[config.mk]
export PLATFORM = sky130hd
export DESIGN_NAME = traffic_phase_timer_flat
export DESIGN_NICKNAME = d
export VERILOG_FILES = /design/src/rtl/traffic_phase_timer_if.sv /design/src/rtl/traffic_phase_timer.sv /design/src/flat_wrapper.sv
export SDC_FILE = /design/constraint.sdc
export NUM_CORES = 1
export LEC_CHECK = 0
export ABC_AREA = 0
export BUFFER_PORTS_ARGS = -buffer_cell sky130_fd_sc_hd__clkbuf_2
export CAP_MARGIN = 20
export CORE_UTILIZATION = 55
export CTS_BUF_LIST = sky130_fd_sc_hd__clkbuf_8
export DETAILED_ROUTE_END_ITERATION = 8
export GPL_TIMING_DRIVEN = 0
export PLACE_DENSITY = 0.74
export REMOVE_ABC_BUFFERS = 1
export SETUP_SLACK_MARGIN = 0.5
export SYNTH_ARGS = -nofsm -noshare
export SYNTH_HDL_FRONTEND = slang
export SYNTH_SLANG_ARGS = --single-unit
[constraint.sdc]
create_clock -name clk -period 3.5 [get_ports clk]
set_input_delay 0.7 -clock clk [delete_from_list [all_inputs] [get_ports clk]]
set_output_delay 0.7 -clock clk [all_outputs]
set_load 0.02 [all_outputs]
[src/rtl/traffic_phase_timer_if.sv]
// Lamp/countdown bundle of the traffic phase timer: pedestrian request in, lamps, BCD digits
// and the one-second tick out.
interface traffic_phase_timer_if;
  logic       ped_req;
  logic [2:0] ns_light;
  logic [2:0] ew_light;
  logic [3:0] digit_tens;
  logic [3:0] digit_ones;
  logic       tick;

  modport master (
    input  ped_req,
    output ns_light, ew_light, digit_tens, digit_ones, tick
  );

  modport slave (
    output ped_req,
    input  ns_light, ew_light, digit_tens, digit_ones, tick
  );
endinterface

[src/rtl/traffic_phase_timer.sv]
// Traffic light sequencer: tick prescaler, six-phase light FSM and a BCD countdown of the
// seconds left in the phase. rst is expected to be released synchronously to clk.
module traffic_phase_timer #(
  parameter int unsigned TICK_DIV    = 50_000_000,
  parameter int unsigned GREEN_TIME  = 30,
  parameter int unsigned YELLOW_TIME = 5,
  parameter int unsigned RED_CLEAR   = 2,
  parameter int unsigned PED_GREEN   = 5
) (
  input  logic                   clk,
  input  logic                   rst,
  traffic_phase_timer_if.master  bus_io
);

  localparam int unsigned PrescW = $clog2(TICK_DIV);
  localparam logic [PrescW-1:0] PrescLast = PrescW'(TICK_DIV - 1);

  // Durations split into BCD digits at elaboration; nothing divides at runtime.
  localparam logic [7:0] GreenBcd  = {4'(GREEN_TIME / 10), 4'(GREEN_TIME % 10)};
  localparam logic [7:0] YellowBcd = {4'(YELLOW_TIME / 10), 4'(YELLOW_TIME % 10)};
  localparam logic [7:0] RedBcd    = {4'(RED_CLEAR / 10), 4'(RED_CLEAR % 10)};
  localparam logic [7:0] PedBcd    = {4'(PED_GREEN / 10), 4'(PED_GREEN % 10)};

  typedef enum logic [2:0] {
    StNsGreen, StNsYellow, StRedA, StEwGreen, StEwYellow, StRedB
  } state_e;

  logic [PrescW-1:0] presc_q, presc_d;
  logic              tick;
  state_e            state_q, state_d;
  logic [3:0]        tens_q, tens_d, ones_q, ones_d;
  logic              ped_pend_q, ped_pend_d;
  logic [2:0]        ns_q, ns_d, ew_q, ew_d;
  logic              is_green, ped_any;

  assign tick    = (presc_q == PrescLast);
  assign presc_d = tick ? '0 : presc_q + 1'b1;

  function automatic state_e next_state(state_e s);
    unique case (s)
      StNsGreen:  return StNsYellow;
      StNsYellow: return StRedA;
      StRedA:     return StEwGreen;
      StEwGreen:  return StEwYellow;
      StEwYellow: return StRedB;
      default:    return StNsGreen;
    endcase
  endfunction

  function automatic logic [7:0] duration(state_e s);
    unique case (s)
      StNsGreen, StEwGreen:   return GreenBcd;
      StNsYellow, StEwYellow: return YellowBcd;
      default:                return RedBcd;
    endcase
  endfunction

  assign is_green = (state_q == StNsGreen) || (state_q == StEwGreen);
  assign ped_any  = ped_pend_q | bus_io.ped_req;

  always_comb begin
    state_d    = state_q;
    tens_d     = tens_q;
    ones_d     = ones_q;
    ped_pend_d = ped_pend_q;
    if (tick) begin
      if ({tens_q, ones_q} == 8'h01) begin
        state_d          = next_state(state_q);
        {tens_d, ones_d} = duration(state_d);
        if ((state_d == StNsYellow) || (state_d == StEwYellow)) begin
          ped_pend_d = 1'b0;
        end
      end else if (is_green && ped_any && ({tens_q, ones_q} > PedBcd)) begin
        {tens_d, ones_d} = PedBcd;
        ped_pend_d       = 1'b0;
      end else if (ones_q == 4'd0) begin
        ones_d = 4'd9;
        tens_d = tens_q - 4'd1;
      end else begin
        ones_d = ones_q - 4'd1;
      end
    end
    // A new request in the same cycle outranks any clear above.
    if (bus_io.ped_req) begin
      ped_pend_d = 1'b1;
    end
  end

  always_comb begin
    ns_d = 3'b100;
    ew_d = 3'b100;
    unique case (state_d)
      StNsGreen:  ns_d = 3'b001;
      StNsYellow: ns_d = 3'b010;
      StEwGreen:  ew_d = 3'b001;
      StEwYellow: ew_d = 3'b010;
      default: ;
    endcase
  end

  always_ff @(posedge clk or posedge rst) begin
    if (rst) begin
      presc_q          <= '0;
      state_q          <= StNsGreen;
      {tens_q, ones_q} <= GreenBcd;
      ped_pend_q       <= 1'b0;
      ns_q             <= 3'b001;
      ew_q             <= 3'b100;
    end else begin
      presc_q    <= presc_d;
      state_q    <= state_d;
      tens_q     <= tens_d;
      ones_q     <= ones_d;
      ped_pend_q <= ped_pend_d;
      ns_q       <= ns_d;
      ew_q       <= ew_d;
    end
  end

  assign bus_io.ns_light   = ns_q;
  assign bus_io.ew_light   = ew_q;
  assign bus_io.digit_tens = tens_q;
  assign bus_io.digit_ones = ones_q;
  assign bus_io.tick       = tick;

endmodule

[src/flat_wrapper.sv]
// flat-port wrapper written by rule: the top's interface ports become plain ports
module traffic_phase_timer_flat 
#(
  parameter int unsigned TICK_DIV    = 50_000_000,
  parameter int unsigned GREEN_TIME  = 30,
  parameter int unsigned YELLOW_TIME = 5,
  parameter int unsigned RED_CLEAR   = 2,
  parameter int unsigned PED_GREEN   = 5
)
  (clk, rst, bus_io_ped_req, bus_io_ns_light, bus_io_ew_light, bus_io_digit_tens, bus_io_digit_ones, bus_io_tick);
  traffic_phase_timer_if bus_io_i ();
  input  logic clk;
  input  logic rst;
  input wire logic [$bits(bus_io_i.ped_req)-1:0] bus_io_ped_req;
  output wire logic [$bits(bus_io_i.ns_light)-1:0] bus_io_ns_light;
  output wire logic [$bits(bus_io_i.ew_light)-1:0] bus_io_ew_light;
  output wire logic [$bits(bus_io_i.digit_tens)-1:0] bus_io_digit_tens;
  output wire logic [$bits(bus_io_i.digit_ones)-1:0] bus_io_digit_ones;
  output wire logic [$bits(bus_io_i.tick)-1:0] bus_io_tick;
  assign bus_io_i.ped_req = bus_io_ped_req;
  assign bus_io_ns_light = bus_io_i.ns_light;
  assign bus_io_ew_light = bus_io_i.ew_light;
  assign bus_io_digit_tens = bus_io_i.digit_tens;
  assign bus_io_digit_ones = bus_io_i.digit_ones;
  assign bus_io_tick = bus_io_i.tick;
  traffic_phase_timer #(.TICK_DIV(TICK_DIV), .GREEN_TIME(GREEN_TIME), .YELLOW_TIME(YELLOW_TIME), .RED_CLEAR(RED_CLEAR), .PED_GREEN(PED_GREEN)) u_core (.clk(clk), .rst(rst), .bus_io(bus_io_i));
endmodule
* Word-level counts from Yosys, hierarchy flattened
Cells that the tools add are included.
Widths: inputs -> output; s select.
** Operators by class
- Reduce and logical (&&, ||, !) cells :: 15
- Equal/unequal tests :: 13
- Bitwise logic cells :: 1
- $add $sub $neg :: 3
- Muxes and demuxes :: 20
- Magnitude comparators :: 1
** Operators by type and width (count)
- $add 26x1->26 const B :: 1
- $eq 26x26->1 const B :: 1
- $mux 26 :: 1
- $mux 4 :: 6
- $pmux 3 s5 :: 1
- $eq 3x2->1 const B :: 4
- $mux 3 :: 4
- $pmux 3 s2 :: 2
- $pmux 6 s2 :: 1
- $eq 3x1->1 const B :: 3
- $eq 3x3->1 const B :: 3
- $logic_not 3->1 :: 3
- $eq 8x1->1 const B :: 1
- $gt 8x3->1 const B :: 1
- $sub 4x1->4 const B :: 2
- $reduce_bool 3->1 :: 2
- $mux 1 :: 5
- $logic_not 4->1 :: 1
- $reduce_or 2->1 :: 2
- $ne 3x3->1 const B :: 1
- $reduce_and 3->1 :: 1
- $logic_and 1x1->1 :: 2
- $logic_or 1x1->1 :: 2
- $reduce_and 2->1 :: 1
- 2 further kinds :: 2
** Word-level totals
- Logic and storage cells :: 60
- Output and inout port bits :: 15
- Register bits after elaboration :: 44

* Logic depth before layout (Yosys ltp)
- Depth in word-level cells :: 10
- Gate-level depth with buffers :: 7
- Mapped depth without buffers :: 7

* Worst setup path after synthesis
No wires, ideal clock.
- Kind :: register to output
- Start point :: reg u_core.presc_q[7]
- End point :: out bus_io_tick
- Arrival time :: 1.415 ns
- Path buffers :: 0
- Stages on the path, launching flop included :: 4
- Path slack :: 1.385 ns
- Cell sequence :: dfrtp_1 -> nor4b_4 -> nand4_1 -> nor3_1
** On the way
- Word-level cells in the longest chain between the ends :: 1
** Ends and longest elaborated chain
- start, declared :: RTL line traffic_phase_timer.sv:28 : logic [PrescW-1:0] presc_q, presc_d;
- start signal, assigned :: RTL line traffic_phase_timer.sv:110 : presc_q <= presc_d;
- $eq 26x26->1 :: RTL line traffic_phase_timer.sv:36 : assign tick = (presc_q == PrescLast);
- end, declared :: RTL line flat_wrapper.sv:19 : output wire logic [$bits(bus_io_i.tick)-1:0] bus_io_tick;
No other way between the ends.

* Worst setup path in the final report
Ends and elaborated chain as after synthesis.

==> results.toml <==
[drt]
antenna_left = 0
remaining_drc_errors = 0
drt_first_pass_iters = 5
drtIter0Drc = 105
wl_um = 4570
wl_per_cell_um = 15.3
vias = 1749
vias_per_cell = 5.85

[clocking]
cts_tree = "built"
cts_num_sinks = 44
clockBufferDepth = 2
postCtsHoldBufs = 0
clkTransAtPathRegs_ns = 0.08
htree_levels = 2
post_cts_resized = 0
clk_latency_ns = 0.30
cts_root_buffer = "clkbuf_8"
cts_buffers = 5
post-cts-setup-buffer-count = 0

[worst_setup_path]
crit_type = "reg2out"
crit_chain = "nor4b_4 > nand4_1 > nor3_1 > clkbuf_2"
slowest_delay_ns = 0.47
critPathArrivalTime_ns = 1.85
r2r_cells = 7
rr_startpoint = "u_core.bus_io.digit_tens[0]"
r2r_slack_ns = 1.22
r2r_end = "u_core.bus_io.digit_tens[0]"
path_max_fanout = 5
end_kind = "output pin"
crit_required_ns = 2.80
slowest_stage = "dfrtp_1"
cp-start-kind = "flip-flop"

[cells_and_area]
final_cell_mix = "dfrtp_1 (40), nor2_1 (30), clkbuf_2 (17)"
final_layout_size_suffix_gt1_share_pct = 18.9
area_growth_pct = 10.1
instances_no_fill = 299
antenna_cells = 0
nNetsFinal = 255
final_common_cell = "dfrtp_1"
fillers = 343

[power_and_ir_drop]
swShare_pct = 20.6
power_density_mw_per_mm2 = 355
power.total_mw = 0.905
p_seq_share_pct = 56.2
combPwrFrac_pct = 1.2
vdd_drop_max_mv = 0.254
clkPwrFrac_pct = 42.6
p_switching_mw = 0.186
power.internal_mw = 0.718
p_leak_nw = 1.16

[hold_path]
hold_path_class = "reg2reg"
holdPathEnd = "u_core.presc_q[0]"
hold_path_depth = 1
hp-start = "u_core.presc_q[0]"

[global_routing]
grt_pass1_vias = 1651
grt_overflow = 0
antenna_found_initial = 0
grt_max_degree = 45
grt_pass1_wl_um = 7810
grt_usage_pct = 23.9

[sta]
post-route-period-util_pct = 73.0
fmax_mhz = 392
hold_viol = 0
setup_viol = 0
skew_ns = 0.0111
period_needed_ns = 2.55
rsz0062_at_grt = "false"
tightest_slew_ns = 0.915
report.final.slew_viol_count = 0
relSlewSlack_pct = 38.9
finalSetupTns_ns = 0

[place]
io_buffers = 17
dp.final_hpwl_um = 3260
place.gp.congestion = 0.805
placedCellCount = 291

[synth]
yosys-top-cells-area = "dfrtp_1 (43%), xnor2_1 (6.1%), nor2_1 (4.9%)"
ys_async_sr_fraction_pct = 100
yosysTopAreaCellShare_pct = 43.3
syn_area_mm2 = 0.00231
yosys.cell_types.count = 53
yosysSeqAreaShare_pct = 47.8
synth-seq-cells = 44
post-synth-top-area-cell = "dfrtp_1"
synth_edf_count = 0
synthCells = 229
syn_avg_cell_area_um2 = 10.1
synth-main-ff-cell = "dfrtp_1"
synth_warnings = 0

[floorplanning]
num_rows = 23
start_util_pct = 57.4
die_h_um = 66.8
dieWidth_um = 66.8
dieArea_mm2 = 0.00447
core_area_mm2 = 0.00403
io_pins = 18

[outcome]
status = "finished clean"

[run]
cap_violations = 0
-- power by group through the flow --
stage	Clock [mW]	Combinational [mW]	Sequential (mW)
2_1_floorplan	0	0.00743	0.518
5_1_grt	0.418	0.0131	0.508
4_1_cts	0.395	0.0116	0.508
6_report	0.386	0.0109	0.508
3_5_place_dp	0	0.0114	0.518
3_3_place_gp	0	0.0113	0.518
-- per-layer routing --
metal  up-vias  global-route usage (%)  part of all wire [%]
met1       845                    33.5                    49
met5         -                       0                     0
met2        44                    36.1                    46
met3         7                    6.16                   3.9
li1        853                       -                     -
met4         0                    7.18                   1.3
-- state kept, by name, indices dropped and copies added, names as in the netlist --
register and cells:
u_core.presc_q 26, u_core.bus_io.digit_ones 4, u_core.bus_io.digit_tens 4, u_core.bus_io.ew_light 3, u_core.bus_io.ns_light 3, u_core.state_q 3
u_core.ped_pend_q 1
-- final cells by class --
| type | count | area [um2] | share of cell area, % |
|---|---|---|---|
| clock inverter | 3 | 38.8 | 1.52 |
| timing repair buffer | 18 | 96.3 | 3.79 |
| clock buffer | 5 | 68.8 | 2.70 |
| sequential | 44 | 1110 | 43.5 |
| tap | 50 | 62.6 | 2.46 |
| inverter | 9 | 33.8 | 1.33 |
| multi-input combinational | 170 | 1140 | 44.7 |
-- stage by stage --
step           worst slack [ns]  hold slack (ns)  instance area [um2]  util, %
2_1_floorplan              1.35            0.441                 2280        -
3_3_place_gp              0.793            0.456                 2430     60.2
3_5_place_dp               1.26            0.483                 2440     60.5
4_1_cts                   0.934            0.495                 2540     63.2
5_1_grt                   0.844            0.532                 2540     63.2
6_report                  0.947            0.487                 2540     63.2
-- synth_stat cells, types with 3 or more instances --
master / n
xnor2_1: 16
nand4_1: 9
nor2_1: 30
a21oi_1: 5
nor3_1: 7
and3_1: 8
a31oi_1: 3
xor2_1: 10
nand2_1: 11
inv_1: 9
mux2_2: 4
ha_1: 4
clkbuf_1: 4
nand3_1: 16
dfrtp_1: 40
o21ai_0: 8
dfstp_2: 4
-- how the worst max path moves through the flow --
stage                      startpoint                end  slack [ns]  cells after the start
floorplan           u_core.presc_q[0]  u_core.ped_pend_q        1.35                      6
global placement    u_core.presc_q[0]  u_core.ped_pend_q        0.79                      6
detailed placement  u_core.presc_q[0]  u_core.ped_pend_q        1.26                      7
CTS                 u_core.presc_q[7]        bus_io_tick        0.93                      4
global route        u_core.presc_q[7]        bus_io_tick        0.84                      4
finish              u_core.presc_q[7]        bus_io_tick        0.95                      4
-- cell families after synthesis --
| family | count (synthesis) | synth area share, % |
|---|---|---|
| adder cells (fa/ha/maj) | 4 | 2.16 |
| buffers and inverters | 15 | 2.92 |
| XOR/XNOR | 26 | 9.85 |
| AND/OR/NAND/NOR | 102 | 25.2 |
| AO/OA/AOI/OAI | 34 | 10.1 |
| multiplexers | 4 | 1.95 |
| flip-flops | 44 | 47.8 |
-- worst max-delay path: cells and delay by family (launching register included) --
family | cells | cell delay [ns]
and+or+nand+nor | 3 | 0.84
DFF | 1 | 0.47
buffers and inverters | 1 | 0.25
(Power assumes the default switching activity.)
